[src/rtl/regfile_scoreboard.sv]
// ID-stage issue interlock: per-register in-flight write counters plus drain sequencer.
// Optional SCOREBOARD_BYPASS_EN lets a source clear its hazard on a same-cycle final WB.
module regfile_scoreboard #(
    parameter int NUM_REGS = 8,
    parameter int REG_W    = 3,
    parameter int CNT_W    = 2
) (
    input  logic                clk,
    input  logic                reset,
    input  logic                issue_valid,
    input  logic [REG_W-1:0]    issue_sr1,
    input  logic                issue_sr1_use,
    input  logic [REG_W-1:0]    issue_sr2,
    input  logic                issue_sr2_use,
    input  logic [REG_W-1:0]    issue_dest,
    input  logic                issue_dest_we,
    input  logic                wb_valid,
    input  logic [REG_W-1:0]    wb_dest,
    input  logic                squash_valid,
    input  logic [REG_W-1:0]    squash_dest,
    input  logic                drain_req,
    output logic                stall,
    output logic                issue_accept,
    output logic                drain_done,
    output logic [NUM_REGS-1:0] busy_vec,
    output logic                underflow_err
);

    typedef enum logic [1:0] {RUN, DRAIN, DONE} state_t;

    localparam logic [CNT_W-1:0] CNT_MAX = '1;
    localparam logic [CNT_W-1:0] CNT_ONE = CNT_W'(1);

    state_t           state, state_next;
    logic [CNT_W-1:0] cnt      [NUM_REGS];
    logic [CNT_W-1:0] cnt_next [NUM_REGS];
    logic             uf_next;
    logic             all_zero_next;
    logic             sr1_haz, sr2_haz, dest_full;
    logic [CNT_W:0]   sum;
    logic [1:0]       dec;

    always_comb begin
        sr1_haz   = cnt[issue_sr1] != '0;
        sr2_haz   = cnt[issue_sr2] != '0;
        dest_full = cnt[issue_dest] == CNT_MAX;
`ifdef SCOREBOARD_BYPASS_EN
        // last outstanding write lands this cycle; regfile write-through supplies it
        if (wb_valid && wb_dest == issue_sr1 && cnt[issue_sr1] == CNT_ONE)
            sr1_haz = 1'b0;
        if (wb_valid && wb_dest == issue_sr2 && cnt[issue_sr2] == CNT_ONE)
            sr2_haz = 1'b0;
`endif
        stall = (state != RUN) ||
                (issue_valid && ((issue_sr1_use && sr1_haz) ||
                                 (issue_sr2_use && sr2_haz) ||
                                 (issue_dest_we && dest_full)));
        issue_accept = issue_valid && !stall;
    end

    always_comb begin
        uf_next       = underflow_err;
        all_zero_next = 1'b1;
        sum           = '0;
        dec           = '0;
        for (int r = 0; r < NUM_REGS; r++) begin
            sum = {1'b0, cnt[r]} +
                  (CNT_W+1)'(issue_accept && issue_dest_we && issue_dest == REG_W'(r));
            dec = 2'(wb_valid && wb_dest == REG_W'(r)) +
                  2'(squash_valid && squash_dest == REG_W'(r));
            if ((CNT_W+1)'(dec) > sum) begin
                cnt_next[r] = '0;
                uf_next     = 1'b1;
            end else begin
                cnt_next[r] = CNT_W'(sum - (CNT_W+1)'(dec));
            end
            if (cnt_next[r] != '0)
                all_zero_next = 1'b0;
        end
    end

    always_comb begin
        state_next = state;
        drain_done = 1'b0;
        unique case (state)
            RUN:     if (drain_req) state_next = DRAIN;
            DRAIN:   if (all_zero_next) state_next = DONE;
            DONE: begin
                drain_done = 1'b1;
                state_next = RUN;
            end
            default: state_next = RUN;
        endcase
    end

    always_ff @(posedge clk) begin
        if (reset) begin
            state         <= RUN;
            underflow_err <= 1'b0;
            for (int r = 0; r < NUM_REGS; r++)
                cnt[r] <= '0;
        end else begin
            state         <= state_next;
            underflow_err <= uf_next;
            for (int r = 0; r < NUM_REGS; r++)
                cnt[r] <= cnt_next[r];
        end
    end

    always_comb begin
        for (int r = 0; r < NUM_REGS; r++)
            busy_vec[r] = cnt[r] != '0;
    end

endmodule
[config.mk]
export PLATFORM = sky130hd
export DESIGN_NAME = regfile_scoreboard
export DESIGN_NICKNAME = d
export VERILOG_FILES = /design/src/rtl/regfile_scoreboard.sv
export SDC_FILE = /design/constraint.sdc
export NUM_CORES = 1
export LEC_CHECK = 0
export CAP_MARGIN = 20
export CORE_MARGIN = 10
export CORE_UTILIZATION = 56
export CTS_BUF_LIST = sky130_fd_sc_hd__clkbuf_8
export DETAILED_ROUTE_END_ITERATION = 7
export PLACE_DENSITY = 0.83
export SLEW_MARGIN = 20
export SYNTH_ARGS = -nofsm -noshare
export SYNTH_HDL_FRONTEND = slang
export SYNTH_SLANG_ARGS = --single-unit
[constraint.sdc]
create_clock -name clk -period 4.06 [get_ports clk]
set_input_delay 0.812 -clock clk [delete_from_list [all_inputs] [get_ports clk]]
set_output_delay 0.812 -clock clk [all_outputs]
set_load 0.02 [all_outputs]
## Word-level counts from Yosys, hierarchy flattened

Memory sizes are Yosys's and may differ from the RTL's.
Index checks and enable logic that the tools add are counted.

- Flip-flop bits (word level): 3
- Bits in writable memories: 16
- Input bits: 24
- Output and inout bits: 12
- Logic and storage cells: 167
- Memories kept: 1

Memories:

| name | depth | width | read ports | clocked after memory_dff | write ports | line | text |
|---|---|---|---|---|---|---|---|
| cnt | 8 | 2 | 11 | 0 | 8 | 35 | `logic [CNT_W-1:0] cnt [NUM_REGS];` |

- $add $sub $neg: 24
- Magnitude comparators: 8
- Equal/unequal tests: 26
- Mux-type cells: 39
- Bitwise logic cells: 8
- Reduce and logical (&&, ||, !) cells: 59

Operator list:

| cell | count |
|---|---|
| $reduce_bool 2->1 | 19 |
| $eq 3x3->1 const B | 12 |
| $mux 2 | 18 |
| $logic_and 1x1->1 | 30 |
| $add 2x1->3 | 8 |
| $gt 2x3->1 | 8 |
| $mux 1 | 20 |
| $eq 3x2->1 const B | 6 |
| $add 1x1->2 | 8 |
| $sub 2x2->2 | 8 |
| $eq 3x1->1 const B | 3 |
| $logic_not 3->1 | 3 |
| $or 1x1->1 | 8 |
| $reduce_bool 8->1 | 1 |
| $eq 2x2->1 const B | 2 |
| $ne 2x2->1 const B | 2 |
| $pmux 2 s2 | 1 |
| $logic_or 1x1->1 | 3 |
| $eq 2x1->1 const B | 1 |
| $logic_not 2->1 | 1 |
| $reduce_and 2->1 | 1 |
| $logic_not 1->1 | 1 |

## Depth between registers and ports, before layout

An unclocked memory read counts as a cell.

- Depth after elaboration: 25
- Depth in mapped cells: 15
- Mapped depth without buffers: 14

## Least setup slack after synthesis

Ideal clock, no wire load.

- Kind: input port to flip-flop
- Start point: input issue_sr1[0]
- End point: register state[1]
- Library setup time: 0.115 ns
- Arrival time: 3.518 ns
- Data required time: 3.945 ns
- Path slack: 0.426 ns
- Cell stages on the path: 14
- Path buffers: 0
- Cell sequence: or4b_1 o2111ai_2 o21ai_2 nor3_2 nor4b_2 ha_1 ha_1 inv_1 ha_1 nor2b_1 o21a_1 o221a_1 and4b_1 and3_1

- Word-level cells in the longest chain between the ends: 25
- Elaborated cells between the ends (all ways): 68
- Those cells by class: add/sub: 16; order compare: 8; eq/ne: 1; mux: 16; reduce/logical: 26; memory: 1

Ends and longest elaborated chain:

| what | line | text |
|---|---|---|
| start: declaration | 11 | `input logic [REG_W-1:0] issue_sr1,` |
| $mem_v2 8x2 (*) | n/a |  |
| $reduce_bool 2->1 (*) | 44 | `sr1_haz = cnt[issue_sr1] != '0;` |
| $logic_and 1x1->1 (*) | 55 | `(issue_valid && ((issue_sr1_use && sr1_haz) \|\|` |
| $logic_or 1x1->1 (*) | 55 |  |
| $logic_or 1x1->1 (*) | 56 | `(issue_sr2_use && sr2_haz) \|\|` |
| $logic_and 1x1->1 (*) | 55 |  |
| $logic_or 1x1->1 (*) | 54 | `stall = (state != RUN) \|\|` |
| $logic_not 1->1 (*) | 58 | `issue_accept = issue_valid && !stall;` |
| (+3 left out) | n/a |  |
| $add 2x1->3 | 67 | `sum = {1'b0, cnt[r]} +` |
| $gt 2x3->1 or $sub 2x2->2 (tied branches) | 71, 75 |  |
| $mux 2 | 71 | `if ((CNT_W+1)'(dec) > sum) begin` |
| $reduce_bool 2->1 | 77 | `if (cnt_next[r] != '0)` |
| $mux 1 (7 in a row) | 77 |  |
| $mux 1 (*) | 77 |  |
| $ne 2x2->1 (no source line) (*) | n/a |  |
| $reduce_and 2->1 (no source line) (*) | n/a |  |
| end signal: assignment | 103 | `state <= state_next;` |
| end: declaration | 34 | `state_t state, state_next;` |

Mark *: on every way between the ends. The rest lies on a longest branch, timed or not.
A chain may end at the register's enable or synchronous reset.

## Final worst setup path

- Start point: input issue_sr2[1]
- End point: register state[1]

- Word-level cells in the longest chain between the ends: 25
- Elaborated cells between the ends (all ways): 68
- Those cells by class: add/sub: 16; order compare: 8; eq/ne: 1; mux: 16; reduce/logical: 26; memory: 1

Ends and longest elaborated chain:

| what | line | text |
|---|---|---|
| start: declaration | 13 | `input logic [REG_W-1:0] issue_sr2,` |
| $mem_v2 8x2 (*) | n/a |  |
| $reduce_bool 2->1 (*) | 45 | `sr2_haz = cnt[issue_sr2] != '0;` |
| $logic_and 1x1->1 (*) | 56 |  |
| $logic_or 1x1->1 (*) | 55 |  |
| $logic_or 1x1->1 (*) | 56 |  |
| $logic_and 1x1->1 (*) | 55 |  |
| $logic_or 1x1->1 (*) | 54 |  |
| $logic_not 1->1 (*) | 58 |  |
| (+3 left out) | n/a |  |
| $add 2x1->3 | 67 |  |
| $gt 2x3->1 or $sub 2x2->2 (tied branches) | 71, 75 |  |
| $mux 2 | 71 |  |
| $reduce_bool 2->1 | 77 |  |
| $mux 1 (7 in a row) | 77 |  |
| $mux 1 (*) | 77 |  |
| $ne 2x2->1 (no source line) (*) | n/a |  |
| $reduce_and 2->1 (no source line) (*) | n/a |  |

Marked as above.

==> results.md <==
- FF+latch count, synth: 19
- Switching pwr: 237 uW
- Hold wc startpoint: underflow_err
- Initial Utilization: 0.581
- Clock Skew: 6.98 ps
- Final period utilization: 1.00
- Vias in the first global route: 2423
- Netlist cell types: 55
- Die width: 84.4 um
- Setup Crit Path Kind: in2reg
- DR pass1 iterations: 5
- Worst setup EP type: register
- Row count: 23
- Routability congestion estimate from global placement: 0.921
- Gr ovfl total: 0
- Post-Syn Area per Cell: 8.18 um^2
- Reg clk slew, reported paths: 80 ps
- # IOs: 36
- Final hold violations: 0
- CTS Sinks: 19
- Sequential Power Share: 0.316
- Fmax: 246 MHz
- Routed len/inst: 17.6 um
- CP Cell Sequence: clkdlybuf4s50_1 > buf_4 > mux4_2 > o22ai_1 > buf_4 > nor3_4 > nor4b_2 > ha_1 > ha_1 > inv_1 > ha_1 > nand2b_1 > a21oi_1 > o32ai_2 > nor4bb_2 > and3_1
- Routed WL: 7150 um
- Clock latency on the worst-skew pair: 270 ps
- Syn Std Cell Area: 2320 um^2
- Post-synthesis sequential area ratio: 0.164
- PwrDens: 209 nW/um^2
- Multiplexer area fraction after synthesis: 0.0302
- Final setup viols: 0
- IO buf count: 35
- Startpoint types: input pin
- # hold bufs at CTS: 0
- Slew @ Worst Pin: 724 ps
- Worst path arrival time: 4280 ps
- Internal: 420 uW
- Post-Synth Adder-Cell Area: 0.259
- CP max FO: 4
- Total CTS buffers: 3
- Largest family of logic cells by synthesized area: simple AND/OR/NAND/NOR gates
- Top cell by count, worst path: ha_1
- Compound-Gate Fraction of Synth Area: 0.128
- # diodes: 0
- Share of layout cells above drive strength 1: 0.192
- Tmin final: 4060 ps
- Core Footprint: 4000 um^2
- Maximum VDD drop: 0.000119 V
- Worst hold slack: 598 ps
- Global-route wire length before repair: 11100 um
- Sw Ratio: 0.361
- Initial DRC Count: 210
- Syn nets: 356
- Post-layout util: 0.787
- Logic gate share of total power: 0.464
- CP max stage delay: 490 ps
- CTS tree: built
- MaxCap Viol Count: 0
- Post-DP Area: 2980 um^2
- Via/cell ratio: 6.02
- H-Tree Depth: 1
- Fin Setup TNS: 0 ps
- Hold crit path type: reg2reg
- Antenna Nets Post-Route: 0
- Initial antenna violation count: 0
- Fin. max-slew vios: 0
- Simple-gate share of the synthesized area: 0.324
- Ys Warns: 0
- RR Startpoint: cnt[4][0]
- Post-Synth XOR/XNOR Area: 0.0264
- Max Root-Sink Buffers: 2
- Largest net degree at the start of global routing: 19
- Layout Area Growth over Synthesis: 35.5%
- Total Die Area: 7120 um^2
- Post-route DRC: 0
- Total track usage: 0.181
- Most common flop cell mapped by yosys: dfxtp_1
- CTS Root Buffer Type: clkbuf_8
- Post-synth EDFFs: 0
- Final Cell Area: 3150 um^2
- Post-DP HPWL: 5490 um
- Worst EP required: 4280 ps
- Crit path launch: issue_sr2[1]
- Die Span Y: 84.4 um
- Rel. slew slack: 0.516
- Clock network fraction of total power: 0.220
- Async set-reset flop share out of synthesis: 0
- Outcome: finished clean
- Vias: 2439
- Post-layout net count: 428
- Slowest CP cell: clkdlybuf4s50_1
- Cells after Synth: 284
- Pleak: 0.00145 uW
timing repair:
action                                  CTS  global route
gates cloned                              0             0
gates resized for setup                   4            16
endpoints found under the setup margin    3             3
setup buffers                             0             1
pin swaps                                 1             9
per-layer routing:
metal / wire length, um / global-route usage / vias to the layer above
li1: - / - / 1148
met1: 3000 / 0.212 / 1155
met2: 3450 / 0.325 / 124
met3: 574 / 0.0367 / 12
met4: 115 / 0.0479 / 0
met5: 0 / 0 / -
cell families (layout without fill, tap and decap cells):
| group | after synthesis | in the layout |
|---|---|---|
| AO/OA/AOI/OAI | 42 | 42 |
| buffers and inverters | 42 | 113 |
| multiplexers | 4 | 4 |
| AND/OR/NAND/NOR | 122 | 122 |
| adder cells (fa/ha/maj) | 48 | 48 |
| flip-flops | 19 | 19 |
| XOR/XNOR | 7 | 7 |
flip-flops by register name, summed over array words and instances (netlist names):
name and cells:
state 2, cnt 16, underflow_err 1
synth_stat cells (2+ instances only):
| cell type | instances | area (um^2) |
|---|---|---|
| a211o_1 | 3 | 26.3 |
| a21oi_1 | 13 | 65.1 |
| and4_1 | 3 | 26.3 |
| buf_2 | 2 | 10.0 |
| clkbuf_1 | 2 | 7.51 |
| dfxtp_1 | 19 | 380 |
| ha_1 | 48 | 601 |
| inv_1 | 37 | 139 |
| nand2_1 | 19 | 71.3 |
| nand2b_1 | 13 | 81.3 |
| nand4_1 | 2 | 12.5 |
| nand4b_1 | 4 | 35.0 |
| nand4bb_1 | 2 | 22.5 |
| nor2_1 | 30 | 113 |
| nor2b_1 | 10 | 62.6 |
| nor3_1 | 12 | 60.1 |
| nor3_2 | 2 | 20.0 |
| nor3b_1 | 2 | 15.0 |
| nor4b_1 | 2 | 17.5 |
| nor4b_2 | 8 | 120 |
| o211ai_1 | 2 | 15.0 |
| o21a_1 | 2 | 15.0 |
| o21ai_0 | 7 | 35.0 |
| o31a_1 | 2 | 17.5 |
| or2_1 | 2 | 12.5 |
| or2_2 | 2 | 12.5 |
| xnor2_1 | 4 | 35.0 |
| xor2_1 | 3 | 26.3 |
cells in the final DEF (no fill, tap or decap), types with 5 or more instances in the layout:
master           netlist  routed
nor2b_1               10       9
nor2_1                30      30
clkdlybuf4s50_1        0      31
buf_4                  0      36
o21ai_0                7       7
nor3_1                12      12
a21oi_1               13      11
nand2b_1              13      13
ha_1                  48      45
inv_1                 37      37
nand2_1               19      19
dfxtp_1               19      19
nor4b_2                8       5
power groups by stage:
stage	Combinational (uW)	Clock, uW	Sequential (uW)
2_1_floorplan	152	0	209
3_3_place_gp	269	0	211
3_5_place_dp	278	0	211
4_1_cts	284	139	207
5_1_grt	329	148	208
6_report	305	144	208
final timing paths:
check	endpoint	slack [ps]	depth (start not counted)
setup / recovery	state[1]	0.3	16
hold / removal	underflow_err	600	2
setup reg to reg	state[1]	470	15
hold reg to reg	underflow_err	600	2
through the flow:
step	cells	power (uW)	setup slack (ps)
after global placement	400	481	-237
final	405	656	0.266
after global routing	405	685	-200
after detailed placement	400	489	-365
after CTS	404	629	23.5
after floorplan	284	361	426
cell type report:
cell class / count / area (um^2)
flip-flops and latches: 19 / 380
clock buffers: 3 / 41.3
fillers: 273 / 853
inverters: 38 / 143
clock inverters: 1 / 5.00
repair buffers: 71 / 627
multi-input cells: 223 / 1890
well taps: 50 / 62.6
worst max-delay path: cells and delay by family:
kind	cells	cell delay (ps)
AOI/OAI and AO/OA	3	640
adders and majority gates	3	810
buffers and inverters	4	830
muxes	1	290
and+or+nand+nor	5	890
Power figures use the tool's default switching activity.
